### src/rtl/fifo_ctrl_flags_if.sv
// Request/flag bundle between producer/consumer logic and the FIFO pointer/flag controller.
// master drives the requests and thresholds; slave is the controller side.
interface fifo_ctrl_flags_if #(
  parameter int AW = 4
);
  logic          i_wr;
  logic          i_rd;
  logic          i_clr_err;
  logic [AW:0]   i_af_thresh;
  logic [AW:0]   i_ae_thresh;
  logic          o_wen;
  logic          o_ren;
  logic [AW-1:0] o_waddr;
  logic [AW-1:0] o_raddr;
  logic [AW:0]   o_count;
  logic          o_full;
  logic          o_empty;
  logic          o_almost_full;
  logic          o_almost_empty;
  logic          o_overflow;
  logic          o_underflow;

  modport master (
    output i_wr, i_rd, i_clr_err, i_af_thresh, i_ae_thresh,
    input  o_wen, o_ren, o_waddr, o_raddr, o_count, o_full, o_empty,
           o_almost_full, o_almost_empty, o_overflow, o_underflow
  );

  modport slave (
    input  i_wr, i_rd, i_clr_err, i_af_thresh, i_ae_thresh,
    output o_wen, o_ren, o_waddr, o_raddr, o_count, o_full, o_empty,
           o_almost_full, o_almost_empty, o_overflow, o_underflow
  );
endinterface

### src/rtl/fifo_ctrl_flags.sv
// Pointer/occupancy/flag controller for a single-clock FIFO in front of an external dual-port RAM.
// Occupancy is an explicit AW+1 bit count, so full and empty never alias.
module fifo_ctrl_flags #(
  parameter int AW = 4
) (
  input  logic             i_clk,
  input  logic             i_rst,
  fifo_ctrl_flags_if.slave bus
);
  localparam int          DEPTH     = 2 ** AW;
  localparam logic [AW:0] DEPTH_CNT = (AW + 1)'(DEPTH);

  logic [AW-1:0] waddr_q, waddr_d;
  logic [AW-1:0] raddr_q, raddr_d;
  logic [AW:0]   count_q, count_d;
  logic          overflow_q, overflow_d;
  logic          underflow_q, underflow_d;
  logic          full, empty, wen, ren;

  always_comb begin
    full  = (count_q == DEPTH_CNT);
    empty = (count_q == '0);
    // A write into a full FIFO is only safe when a read frees a slot in the same cycle.
    ren   = bus.i_rd && !empty;
    wen   = bus.i_wr && (!full || ren);

    waddr_d = wen ? waddr_q + 1'b1 : waddr_q;
    raddr_d = ren ? raddr_q + 1'b1 : raddr_q;

    count_d = count_q;
    if (wen && !ren) begin
      count_d = count_q + 1'b1;
    end else if (ren && !wen) begin
      count_d = count_q - 1'b1;
    end

    // Set has priority over clear so a rejection coinciding with clear is never lost.
    overflow_d  = (bus.i_wr && !wen) || (overflow_q && !bus.i_clr_err);
    underflow_d = (bus.i_rd && !ren) || (underflow_q && !bus.i_clr_err);
  end

  always_ff @(posedge i_clk) begin
    if (i_rst) begin
      waddr_q     <= '0;
      raddr_q     <= '0;
      count_q     <= '0;
      overflow_q  <= 1'b0;
      underflow_q <= 1'b0;
    end else begin
      waddr_q     <= waddr_d;
      raddr_q     <= raddr_d;
      count_q     <= count_d;
      overflow_q  <= overflow_d;
      underflow_q <= underflow_d;
    end
  end

  assign bus.o_wen          = wen;
  assign bus.o_ren          = ren;
  assign bus.o_waddr        = waddr_q;
  assign bus.o_raddr        = raddr_q;
  assign bus.o_count        = count_q;
  assign bus.o_full         = full;
  assign bus.o_empty        = empty;
  assign bus.o_almost_full  = (count_q >= bus.i_af_thresh);
  assign bus.o_almost_empty = (count_q <= bus.i_ae_thresh);
  assign bus.o_overflow     = overflow_q;
  assign bus.o_underflow    = underflow_q;
endmodule

### src/flat_wrapper.sv
// flat-port wrapper written by rule: the top's interface ports become plain ports
module fifo_ctrl_flags_flat 
#(
  parameter int AW = 4
)
  (i_clk, i_rst, bus_i_wr, bus_i_rd, bus_i_clr_err, bus_i_af_thresh, bus_i_ae_thresh, bus_o_wen, bus_o_ren, bus_o_waddr, bus_o_raddr, bus_o_count, bus_o_full, bus_o_empty, bus_o_almost_full, bus_o_almost_empty, bus_o_overflow, bus_o_underflow);
  fifo_ctrl_flags_if #(.AW(AW)) bus_i ();
  input  logic i_clk;
  input  logic i_rst;
  input wire logic [$bits(bus_i.i_wr)-1:0] bus_i_wr;
  input wire logic [$bits(bus_i.i_rd)-1:0] bus_i_rd;
  input wire logic [$bits(bus_i.i_clr_err)-1:0] bus_i_clr_err;
  input wire logic [$bits(bus_i.i_af_thresh)-1:0] bus_i_af_thresh;
  input wire logic [$bits(bus_i.i_ae_thresh)-1:0] bus_i_ae_thresh;
  output wire logic [$bits(bus_i.o_wen)-1:0] bus_o_wen;
  output wire logic [$bits(bus_i.o_ren)-1:0] bus_o_ren;
  output wire logic [$bits(bus_i.o_waddr)-1:0] bus_o_waddr;
  output wire logic [$bits(bus_i.o_raddr)-1:0] bus_o_raddr;
  output wire logic [$bits(bus_i.o_count)-1:0] bus_o_count;
  output wire logic [$bits(bus_i.o_full)-1:0] bus_o_full;
  output wire logic [$bits(bus_i.o_empty)-1:0] bus_o_empty;
  output wire logic [$bits(bus_i.o_almost_full)-1:0] bus_o_almost_full;
  output wire logic [$bits(bus_i.o_almost_empty)-1:0] bus_o_almost_empty;
  output wire logic [$bits(bus_i.o_overflow)-1:0] bus_o_overflow;
  output wire logic [$bits(bus_i.o_underflow)-1:0] bus_o_underflow;
  assign bus_i.i_wr = bus_i_wr;
  assign bus_i.i_rd = bus_i_rd;
  assign bus_i.i_clr_err = bus_i_clr_err;
  assign bus_i.i_af_thresh = bus_i_af_thresh;
  assign bus_i.i_ae_thresh = bus_i_ae_thresh;
  assign bus_o_wen = bus_i.o_wen;
  assign bus_o_ren = bus_i.o_ren;
  assign bus_o_waddr = bus_i.o_waddr;
  assign bus_o_raddr = bus_i.o_raddr;
  assign bus_o_count = bus_i.o_count;
  assign bus_o_full = bus_i.o_full;
  assign bus_o_empty = bus_i.o_empty;
  assign bus_o_almost_full = bus_i.o_almost_full;
  assign bus_o_almost_empty = bus_i.o_almost_empty;
  assign bus_o_overflow = bus_i.o_overflow;
  assign bus_o_underflow = bus_i.o_underflow;
  fifo_ctrl_flags #(.AW(AW)) u_core (.i_clk(i_clk), .i_rst(i_rst), .bus(bus_i));
endmodule
### config.mk
export PLATFORM = sky130hd
export DESIGN_NAME = fifo_ctrl_flags_flat
export DESIGN_NICKNAME = d
export VERILOG_FILES = /design/src/rtl/fifo_ctrl_flags_if.sv /design/src/rtl/fifo_ctrl_flags.sv /design/src/flat_wrapper.sv
export SDC_FILE = /design/constraint.sdc
export NUM_CORES = 1
export LEC_CHECK = 0
export CAP_MARGIN = 20
export CORE_MARGIN = 4
export CORE_UTILIZATION = 30
export CTS_CLUSTER_DIAMETER = 100
export CTS_CLUSTER_SIZE = 30
export DETAILED_ROUTE_END_ITERATION = 7
export MAX_ROUTING_LAYER = met4
export PLACE_DENSITY = 0.53
export SYNTH_ARGS = -nofsm -noshare
export SYNTH_HDL_FRONTEND = slang
export SYNTH_SLANG_ARGS = --single-unit
### constraint.sdc
create_clock -name i_clk -period 5.24 [get_ports i_clk]
set_input_delay 1.048 -clock i_clk [delete_from_list [all_inputs] [get_ports i_clk]]
set_output_delay 1.048 -clock i_clk [all_outputs]
set_load 0.02 [all_outputs]
==> run summary <==
VDD sags by at most 212 µV. The tools report the pin count of the biggest net entering global routing as 19. Buffers added to address setup during post-CTS repair amount to 0. The part of the total power dissipated in combinational logic was 60.2%; the arrival time at the worst endpoint was 2.96 ns. For the via count of the first global-routing pass, the log shows 876. Summing the areas of all compound-gate instances in the mapped netlist gives 15.4% of the synthesized area. The kind of cell with the highest combined delay along the critical path is buffers and inverters. The cell occurring most often along the worst timing path was sky130_fd_sc_hd__clkdlybuf4s50_1.

The number of resized instances in the post-cts repair step was 0; the largest buffer count on any clock path was 2. The cell type with the largest total area after synthesis was sky130_fd_sc_hd__dfxtp_1. Clock skew on the completed layout was measured at 0.00641 ns. At the end of routability-driven placement, the weighted congestion stood at 0.755.

The initial utilization of the core area, before any placement, comes to 32.4%. In this run the tool buffered the top-level ports with 35 buffer cells. The run gives 0 as the final routed DRC violation total. The final period demand of the worst path came out at 4.01 ns. Total clock buffers created by CTS: 3. The worst hold path terminates at u_core.bus.o_waddr[3].

The leading register cell type out of synthesis is sky130_fd_sc_hd__dfxtp_1. Each instance of the synthesized netlist takes up on average 8.65 µm². The count of unique library cells instantiated by Yosys is 34, and the net count reported at finish is 186. Detailed-route vias per instance: 4.57. STA puts the critical path data required time at 4.19 ns. After synthesis, the most frequently instantiated cells are sky130_fd_sc_hd__nor2_1 (20), sky130_fd_sc_hd__ha_1 (16), sky130_fd_sc_hd__dfxtp_1 (15).

Combined global-route utilization of all metal layers: 11.7%. The worst register-to-register path ends at u_core.bus.o_count[4]. The number of endpoints with negative hold slack in the final report is 0, and the post-synthesis instance total is 118.

The worst hold path class was reg2reg. Cell internal power was estimated by the tool at 0.347 mW. The simple-gate share of the synthesized area came out at 15.6%. The sum of net half-perimeters after detailed placement was 1810 µm; the number of warnings reported in the yosys synthesis log was 0. Of the total power, the share spent switching nets is 43.8%. STA classifies the critical path startpoint as a primary input. Sequential cells burn 28.8% of the power. The tools report the worst min-delay path startpoint as u_core.bus.o_waddr[3]. Traced cell by cell, the critical path runs through clkdlybuf4s50_1 -> inv_1 -> ha_1 -> nor2b_1 -> o21a_1 -> o21ai_0 -> a21o_1 -> clkdlybuf4s50_1.

In this run, the clock network consumes 11.0% of the power. In this design, the stage delay of the slowest critical-path cell is 0.59 ns. The total buffers and inverters traversed by the critical path is 3. By startpoint and endpoint, the worst setup path is classified as in2out.

The cell area after technology mapping was 1020 µm²; the area added between synthesis and finish was 40.6%. The final setup violation count came out at 0. The synthesized-area fraction occupied by adder cells was 21.6%. The worst register-to-register path has a depth of 10.

The count of nets left with antenna violations once routing finished came out at 0. The tools report the area of the die as 4400 µm². In this run the critical register-to-register path is launched from u_core.bus.o_count[0]. Sequential elements use 29.4% of the synthesized area. The tools report the overall overflow remaining after global route as 0. Detailed routing inserted a total of 901 vias.

TritonCTS built the clock tree. Clock latency on the worst-skew pair, taken at its later pin, is 0.29 ns. The worst pin sits at a relative slew slack of 56.2%. Power spread over the standard cell area amounts to 431 nW/µm². The run gives 1 as the number of H-tree levels. After detailed routing, the average wire length per cell comes to 11.4 µm. The register-to-register setup slack was 2.04 ns.

The flow ran to the end, and the final reports show no timing, DRC or antenna violations. From left edge to right edge, the die measures 66.3 µm. The setup slack at placement came out at 1.21 ns.

For the top-level I/O count, the log shows 36. The number of cells on the worst hold path works out to 2. The dominant combinational cell family by area after synthesis is adder cells. Number of enable-type register cells in the synthesized netlist: 0. The fraction of synthesized cell area in xor and xnor cells is 6.00%.

Setup repair after global routing left no endpoint under its margin. STA classifies the critical path endpoint as a primary output. After detailed placement, the design holds a cell count of 193. The final layout contains routed wiring with a total length of 2250 µm. Multiplexer cells account for 5.02% of the synthesized area. Sorting the synthesized cells by area gives the leading types as sky130_fd_sc_hd__dfxtp_1 (29%), sky130_fd_sc_hd__ha_1 (20%), sky130_fd_sc_hd__nor2_1 (7.4%). For this design, the slowest cell found on the critical path is sky130_fd_sc_hd__clkdlybuf4s50_1. The synthesized design devotes to its leading area cell type 29.4% of total area. The sequential cells in the finished layout cover a total of 300 µm².

The tool flagged a number of max-cap violations equal to 0. For the detailed-routing iteration count for the pre-antenna-repair pass, the log shows 4. For this design the total switching power over the nets is 0.271 mW. The worst-margin pin slew was 0.655 ns; the share of async-settable or async-resettable flops after synthesis was 0%. The die outline height works out to 66.3 µm. Of all nets on the critical path, the largest fanout is 2. The setup total negative slack was 0 ns. Excluding fillers, the count of instances in the completed layout stands at 197.

For this design the static power due to leakage is 0.651 nW. The area of combinational cells with multiple inputs is 649 µm², and the top achievable clock speed is 0.250 GHz. The clock-pin slew on the worst setup and hold paths came out at 0.09 ns. The share of layout cells above drive strength 1 came out at 4.58%. The run gives 0 as the total inserted antenna cells. The synthesis-stage register bit count works out to 15. The number of hold buffers added after CTS is 0.

The region available for standard cell placement spans 3150 µm². Clock tree synthesis found a total of 15 sinks. Row generation in the floorplan step produced 20 rows. The run gives 150 as the number of nets in the synthesized netlist.

The first routing iteration left 51 violations. Worst setup margin: 1.23 ns. In the post-synthesis netlist, the cell with the most instances is sky130_fd_sc_hd__nor2_1. The tree is rooted in a sky130_fd_sc_hd__clkbuf_4. The number of filler cells placed in the layout is 335.

The number of max-slew violations in the final report was 0; the wire length of the first global-routing pass was 3920 µm. The number of antenna violations at the first check in global routing was 0; the fraction of the cycle the final worst path needs was 76.5%.
worst min-delay path, cell delays in order (launching register included):
cell and delay (ns):
sky130_fd_sc_hd__dfxtp_1 0.33, sky130_fd_sc_hd__o21ai_1 0.07, sky130_fd_sc_hd__a21oi_1 0.06
state kept, by name, indices dropped and copies added, names as in the netlist:
signal                  cells
u_core.bus.o_count          5
u_core.bus.o_overflow       1
u_core.bus.o_raddr          4
u_core.bus.o_underflow      1
u_core.bus.o_waddr          4
logic make-up (layout without fill, tap and decap cells):
| kind of cell | count (synthesis) | after routing |
|---|---|---|
| and+or+nand+nor | 34 | 34 |
| AOI/OAI and AO/OA | 22 | 22 |
| buffers and inverters | 18 | 53 |
| adders and majority gates | 17 | 17 |
| DFF | 15 | 15 |
| xor gates and xnor gates | 7 | 7 |
| muxes | 5 | 5 |
worst max path at each step:
stage / startpoint / slack (ns) / endpoint / cells after the start
6_report: bus_i_ae_thresh[1] / 1.23 / bus_o_almost_empty / 8
5_1_grt: bus_i_ae_thresh[1] / 1.11 / bus_o_almost_empty / 8
4_1_cts: bus_i_ae_thresh[1] / 1.21 / bus_o_almost_empty / 8
3_5_place_dp: bus_i_ae_thresh[1] / 1.21 / bus_o_almost_empty / 8
3_3_place_gp: bus_i_ae_thresh[1] / 1.25 / bus_o_almost_empty / 8
2_1_floorplan: bus_i_af_thresh[0] / 2.17 / bus_o_almost_full / 5
stage by stage:
stage | area (µm²) | power, mW | hold slack, ns | utilization [%]
finish | 1440 | 0.618 | 0.494 | 45.5
global route | 1440 | 0.683 | 0.522 | 45.5
CTS | 1440 | 0.629 | 0.496 | 45.5
detailed placement | 1410 | 0.556 | 0.481 | 44.6
global placement | 1410 | 0.551 | 0.474 | 44.6
floorplan | 1020 | 0.423 | 0.562 | -
placed cells by master (no fill, tap or decap), drive strengths merged:
| cell | n |
|---|---|
| nor4bb | 1 |
| xor2 | 6 |
| or3 | 2 |
| mux2i | 4 |
| inv | 14 |
| a21oi | 6 |
| and3 | 1 |
| clkbuf | 3 |
| ha | 16 |
| nand3 | 2 |
| clkdlybuf4s50 | 35 |
| clkinv | 1 |
| nor4 | 1 |
| a211oi | 1 |
| a21o | 3 |
| or4 | 1 |
| o21a | 1 |
| o311ai | 1 |
| nand4 | 1 |
| a31oi | 1 |
| dfxtp | 15 |
| o31ai | 1 |
| nor2b | 1 |
| nand2 | 2 |
| nor2 | 20 |
| a22oi | 2 |
| xnor2 | 1 |
| nor3 | 1 |
| o211ai | 2 |
| fa | 1 |
| o21ai | 4 |
| mux2 | 1 |
| nand2b | 1 |
area by class of cell:
cell class	count	area share [%]
clock buffers	3	1.57
clock inverters	1	0.349
inverters	14	3.66
multi-input cells	85	45.2
flip-flops and latches	15	20.9
well taps	44	3.84
repair buffers	35	24.4
routing by layer:
layer / vias to the layer above / GRT usage [%] / part of all wire [%] / wire [µm]
met1: 400 / 14.1 / 48 / 1070
met2: 23 / 18.5 / 44 / 999
li1: 473 / - / - / -
met4: 0 / 3.81 / 1.0 / 23
met3: 5 / 3.74 / 7.0 / 157
met5: - / - / 0 / 0
power groups by stage:
stage               sequential, mW  clock, mW  combinational, mW
detailed placement           0.182          0              0.374
global route                 0.187     0.0798              0.417
global placement             0.182          0              0.368
floorplan                    0.204          0              0.219
CTS                          0.180     0.0724              0.377
finish                       0.178     0.0680              0.372
(Power assumes the default switching activity.)
==> RTL change 1: new RTL, config.mk and constraints unchanged <==
`AW` is set to 4 in 3 places; all go to 3.
--- a/src/rtl/fifo_ctrl_flags_if.sv
+++ b/src/rtl/fifo_ctrl_flags_if.sv
@@ -3,3 +3,3 @@
 interface fifo_ctrl_flags_if #(
-  parameter int AW = 4
+  parameter int AW = 3
 );
--- a/src/rtl/fifo_ctrl_flags.sv
+++ b/src/rtl/fifo_ctrl_flags.sv
@@ -3,3 +3,3 @@
 module fifo_ctrl_flags #(
-  parameter int AW = 4
+  parameter int AW = 3
 ) (
--- a/src/flat_wrapper.sv
+++ b/src/flat_wrapper.sv
@@ -3,3 +3,3 @@
 #(
-  parameter int AW = 4
+  parameter int AW = 3
 )
Interface: changed (5 resized); port bits go from 36 to 31. No check against the original RTL was run, so the function may have changed too.
==> RTL change 1 against the unedited design <==
- area after synthesis down 22%
- sequential cell count down 3
- final cell count shrank 23%
- total power is 17% lower
- cell area decreased by 20%
- clock skew down 0.0053 ns
- sequential share of layout area is 0.077 points lower
- wire length shrank 24%
- count of clock-buffer cells in the layout did not move
- critical path type unchanged
- register-to-register slack gained 0.36 ns
- synthesized cell count shrank 24%
- via count decreased by 23%
- worst setup slack worse by 0.11 ns
==> RTL change 1: results <==
[place]
place_area_mm2 = 0.00113
place_congestion = 0.695
hpwlAfterDp_um = 1400
portBuffers = 30

[detailed_routing]
first_pass_iters = 4
vias_per_cell = 4.62
routed.top_layer = met4
route.met3.wl_um = 72
drtIter0Drc = 5
drt-total-wl_um = 1720
routedLengthMet1_um = 758
wl_met2_um = 863

[layout]
num_antenna_cells = 0
largest_reg_flops = 4
stdcell_count = 151
drive_above_1_share_pct = 6.61

[clocking]
cts_inserted_buffers = 3
ctsResizeCount = 0
clockBufferDepth = 2
clk_latency_ns = 0.27
clk_root_buffer_cell = clkbuf_4
clkSlewWorstSetupHoldPaths_ns = 0.07
cts_setup_buffers = 0
cts_max_level = 1

[logic_synthesis]
yosysSeqAreaShare_pct = 30.0
synthTopCellsByCount = nor2_1 (14), ha_1 (13), dfxtp_1 (12)
synth_nets = 117
netlist_instances = 90
yosysWarningCount = 0
synth_top_cells_by_area = dfxtp_1 (30%), ha_1 (20%), nor2_1 (6.6%)
yosysUniqueCellTypes = 26

[global_route]
first_global_vias = 697
grtUsageMet1_pct = 13.4
use_met3_pct = 4.58
gr-usage-all-layers_pct = 11.5
grt_pass1_wl_um = 2990
use_met2_pct = 17.9
grt_max_degree = 14

[min_path]
hp-class = reg2reg
whs_path_depth = 2
min_from = u_core.bus.o_raddr[1]
hold_path_end = u_core.bus.o_raddr[1]

[critical_path]
r2r-start = u_core.bus.o_count[3]
critPathMaxFanout = 2
reg2reg_slack_ns = 2.40
reg2reg_depth = 10
worstReg2RegEnd = u_core.bus.o_count[3]

[power_and_ir_drop]
leakagePower_uw = 0.000532
ir_worst_vdd_v = 0.000201

[timing]
whs_ns = 0.477
fin_skew_ns = 0.00110
tightest_slew_ns = 0.459

[run_status]
status = finished clean
## RTL change 1: metrics by stage
step / setup slack (ns) / total power [µW]
2_1_floorplan: 1.94 / 342
3_3_place_gp: 1.19 / 458
3_5_place_dp: 1.13 / 464
4_1_cts: 1.13 / 521
5_1_grt: 1.03 / 563
6_report: 1.13 / 512
## RTL change 1: report_power, final
part           switching, µW  total, µW  internal [µW]
logic                    149        308            159
registers               35.1        149            114
clock network           27.8       54.3           26.6
## RTL change 1: how the worst max path moves through the flow
stage	endpoint	cells past startpoint	slack, ns	start
floorplan	bus_o_almost_empty	6	1.94	bus_i_ae_thresh[1]
global placement	bus_o_almost_empty	8	1.19	bus_i_ae_thresh[1]
detailed placement	bus_o_almost_empty	8	1.13	bus_i_ae_thresh[1]
CTS	bus_o_almost_empty	8	1.13	bus_i_ae_thresh[1]
global route	bus_o_almost_empty	8	1.03	bus_i_ae_thresh[1]
finish	bus_o_almost_empty	8	1.13	bus_i_ae_thresh[1]
## RTL change 1: area by class of cell
cell class                 instances  area [µm²]
timing repair buffer              30         300
sequential                        12         240
clock buffer                       3        22.5
tap                               30        37.5
fill                             245        1350
multi-input combinational         65         510
inverter                          11        41.3
## RTL change 1: kinds of logic (layout without fill, tap and decap cells)
group	Yosys count	count (layout)	synth area share, %
buffers and inverters	13	44	6.10
AO/OA/AOI/OAI	15	15	13.1
AND/OR/NAND/NOR	27	27	17.4
flip-flops	12	12	30.0
adder cells (fa/ha/maj)	14	14	22.8
multiplexers	3	3	3.91
XOR/XNOR	6	6	6.57
## RTL change 1: critical path: stages
cell and delay, ns:
clkdlybuf4s50_1 0.46, inv_1 0.04, ha_1 0.27, nor2b_1 0.13, o21a_1 0.17, o21a_1 0.16
o21ai_0 0.15, clkdlybuf4s50_1 0.63
==> RTL change 2: new RTL, same flow settings <==
Made on the original files. `waddr_q` no longer has a reset.
--- a/src/rtl/fifo_ctrl_flags.sv
+++ b/src/rtl/fifo_ctrl_flags.sv
@@ -43,3 +43,2 @@
     if (i_rst) begin
-      waddr_q     <= '0;
       raddr_q     <= '0;
@@ -49,3 +48,2 @@
     end else begin
-      waddr_q     <= waddr_d;
       raddr_q     <= raddr_d;
@@ -55,2 +53,6 @@
     end
+  end
+
+  always_ff @(posedge i_clk) begin
+    waddr_q <= waddr_d;
   end
Check against the original RTL: not equivalent (Yosys sat finds a counterexample within 4 cycles, from zero or initial values and one cycle with i_rst high).
==> RTL change 2 against the unedited design <==
- total power increased by 4.7%
- cell area decreased by 0.70%
- largest cell class unchanged
- utilization about the same
- worst setup slack improved by 0.097 ns
- first-iteration DRC count increased by 2.0%
- count of clock-buffer cells in the layout increased by 1
- area after synthesis decreased by 0.86%
- sequential cell count unchanged
- via count decreased by 4.4%
- wire length decreased by 5.2%
==> RTL change 2: results <==
[detailed_routing]
drtIter0Drc = 52
route.met3.wl_um = 141
routedLengthMet1_um = 1020
wl_per_cell_um = 11.2
first_pass_iters = 2
wl_met2_um = 962
vias = 861

[layout]
drive_above_1_share_pct = 4.76
final-seq-area_um2 = 340
num_antenna_cells = 0
nNetsFinal = 180
fillers = 303

[global_route]
grt_pass1_wl_um = 3730
use_met3_pct = 1.70
grtUsageMet1_pct = 14.0
grt_max_degree = 15
gr-usage-all-layers_pct = 11.1
use_met2_pct = 17.3
first_global_vias = 877

[power_and_ir_drop]
p_int_uw = 374
ir_worst_vdd_v = 0.000160
powerComb_uw = 386
leakagePower_uw = 0.000642
clockPowerShare_pct = 9.7

[critical_path]
r2r-start = u_core.bus.o_count[3]
critical_path_arrival_ns = 2.86
crit_start = bus_i_ae_thresh[3]
critPathMaxFanout = 2
reg2reg_slack_ns = 2.33

[min_path]
min_from = u_core.bus.o_raddr[3]
hold_path_end = u_core.bus.o_raddr[3]
hp-class = reg2reg

[logic_synthesis]
synth-xor-area-share_pct = 6.06
synth_compound_area_share_pct = 12.1
yosysSeqAreaShare_pct = 33.6
synth_nets = 143
synth_fa_ha_area_share_pct = 21.8
yosys.area.top_type_share_pct = 21.8
yosysUniqueCellTypes = 30
synth.area.mux_share_pct = 3.09
synthTopCellsByCount = ha_1 (16), nor2_1 (16), inv_1 (15)
synth_top_cells_by_area = dfxtp_1 (22%), ha_1 (20%), edfxtp_1 (12%)
async_flop_share_pct = 0
synth_edf_count = 4

[run_status]
status = finished clean

[place]
hpwlAfterDp_um = 1770
place_congestion = 0.733

[timing]
fin_skew_ns = 0.00312
max_slew_margin_pct = 67.2

[clocking]
ctsResizeCount = 0
clk_latency_ns = 0.27
clk_root_buffer_cell = clkbuf_4
cts_max_level = 1
## RTL change 2: per-stage QoR
step                instances  power, µW  setup slack, ns  area, µm²  hold slack (ns)
floorplan                 111        452             2.09       1010            0.612
global placement          187        585             1.35       1400            0.498
detailed placement        187        593             1.33       1400            0.508
CTS                       191        658             1.32       1430            0.532
global route              191        713             1.22       1430            0.592
finish                    191        647             1.33       1430            0.525
## RTL change 2: layout make-up
class | instances | area share [%]
tap | 44 | 3.86
sequential | 15 | 23.9
clock buffer | 4 | 1.84
multi-input combinational | 78 | 41.9
inverter | 15 | 3.95
timing repair buffer | 35 | 24.6
## RTL change 2: worst max-delay path, cell delays in order
cell             delay [ns]
clkdlybuf4s50_1        0.45
inv_1                  0.04
ha_1                   0.29
a21oi_1                0.15
o22ai_1                0.09
o22ai_1                0.16
clkdlybuf4s50_1        0.63
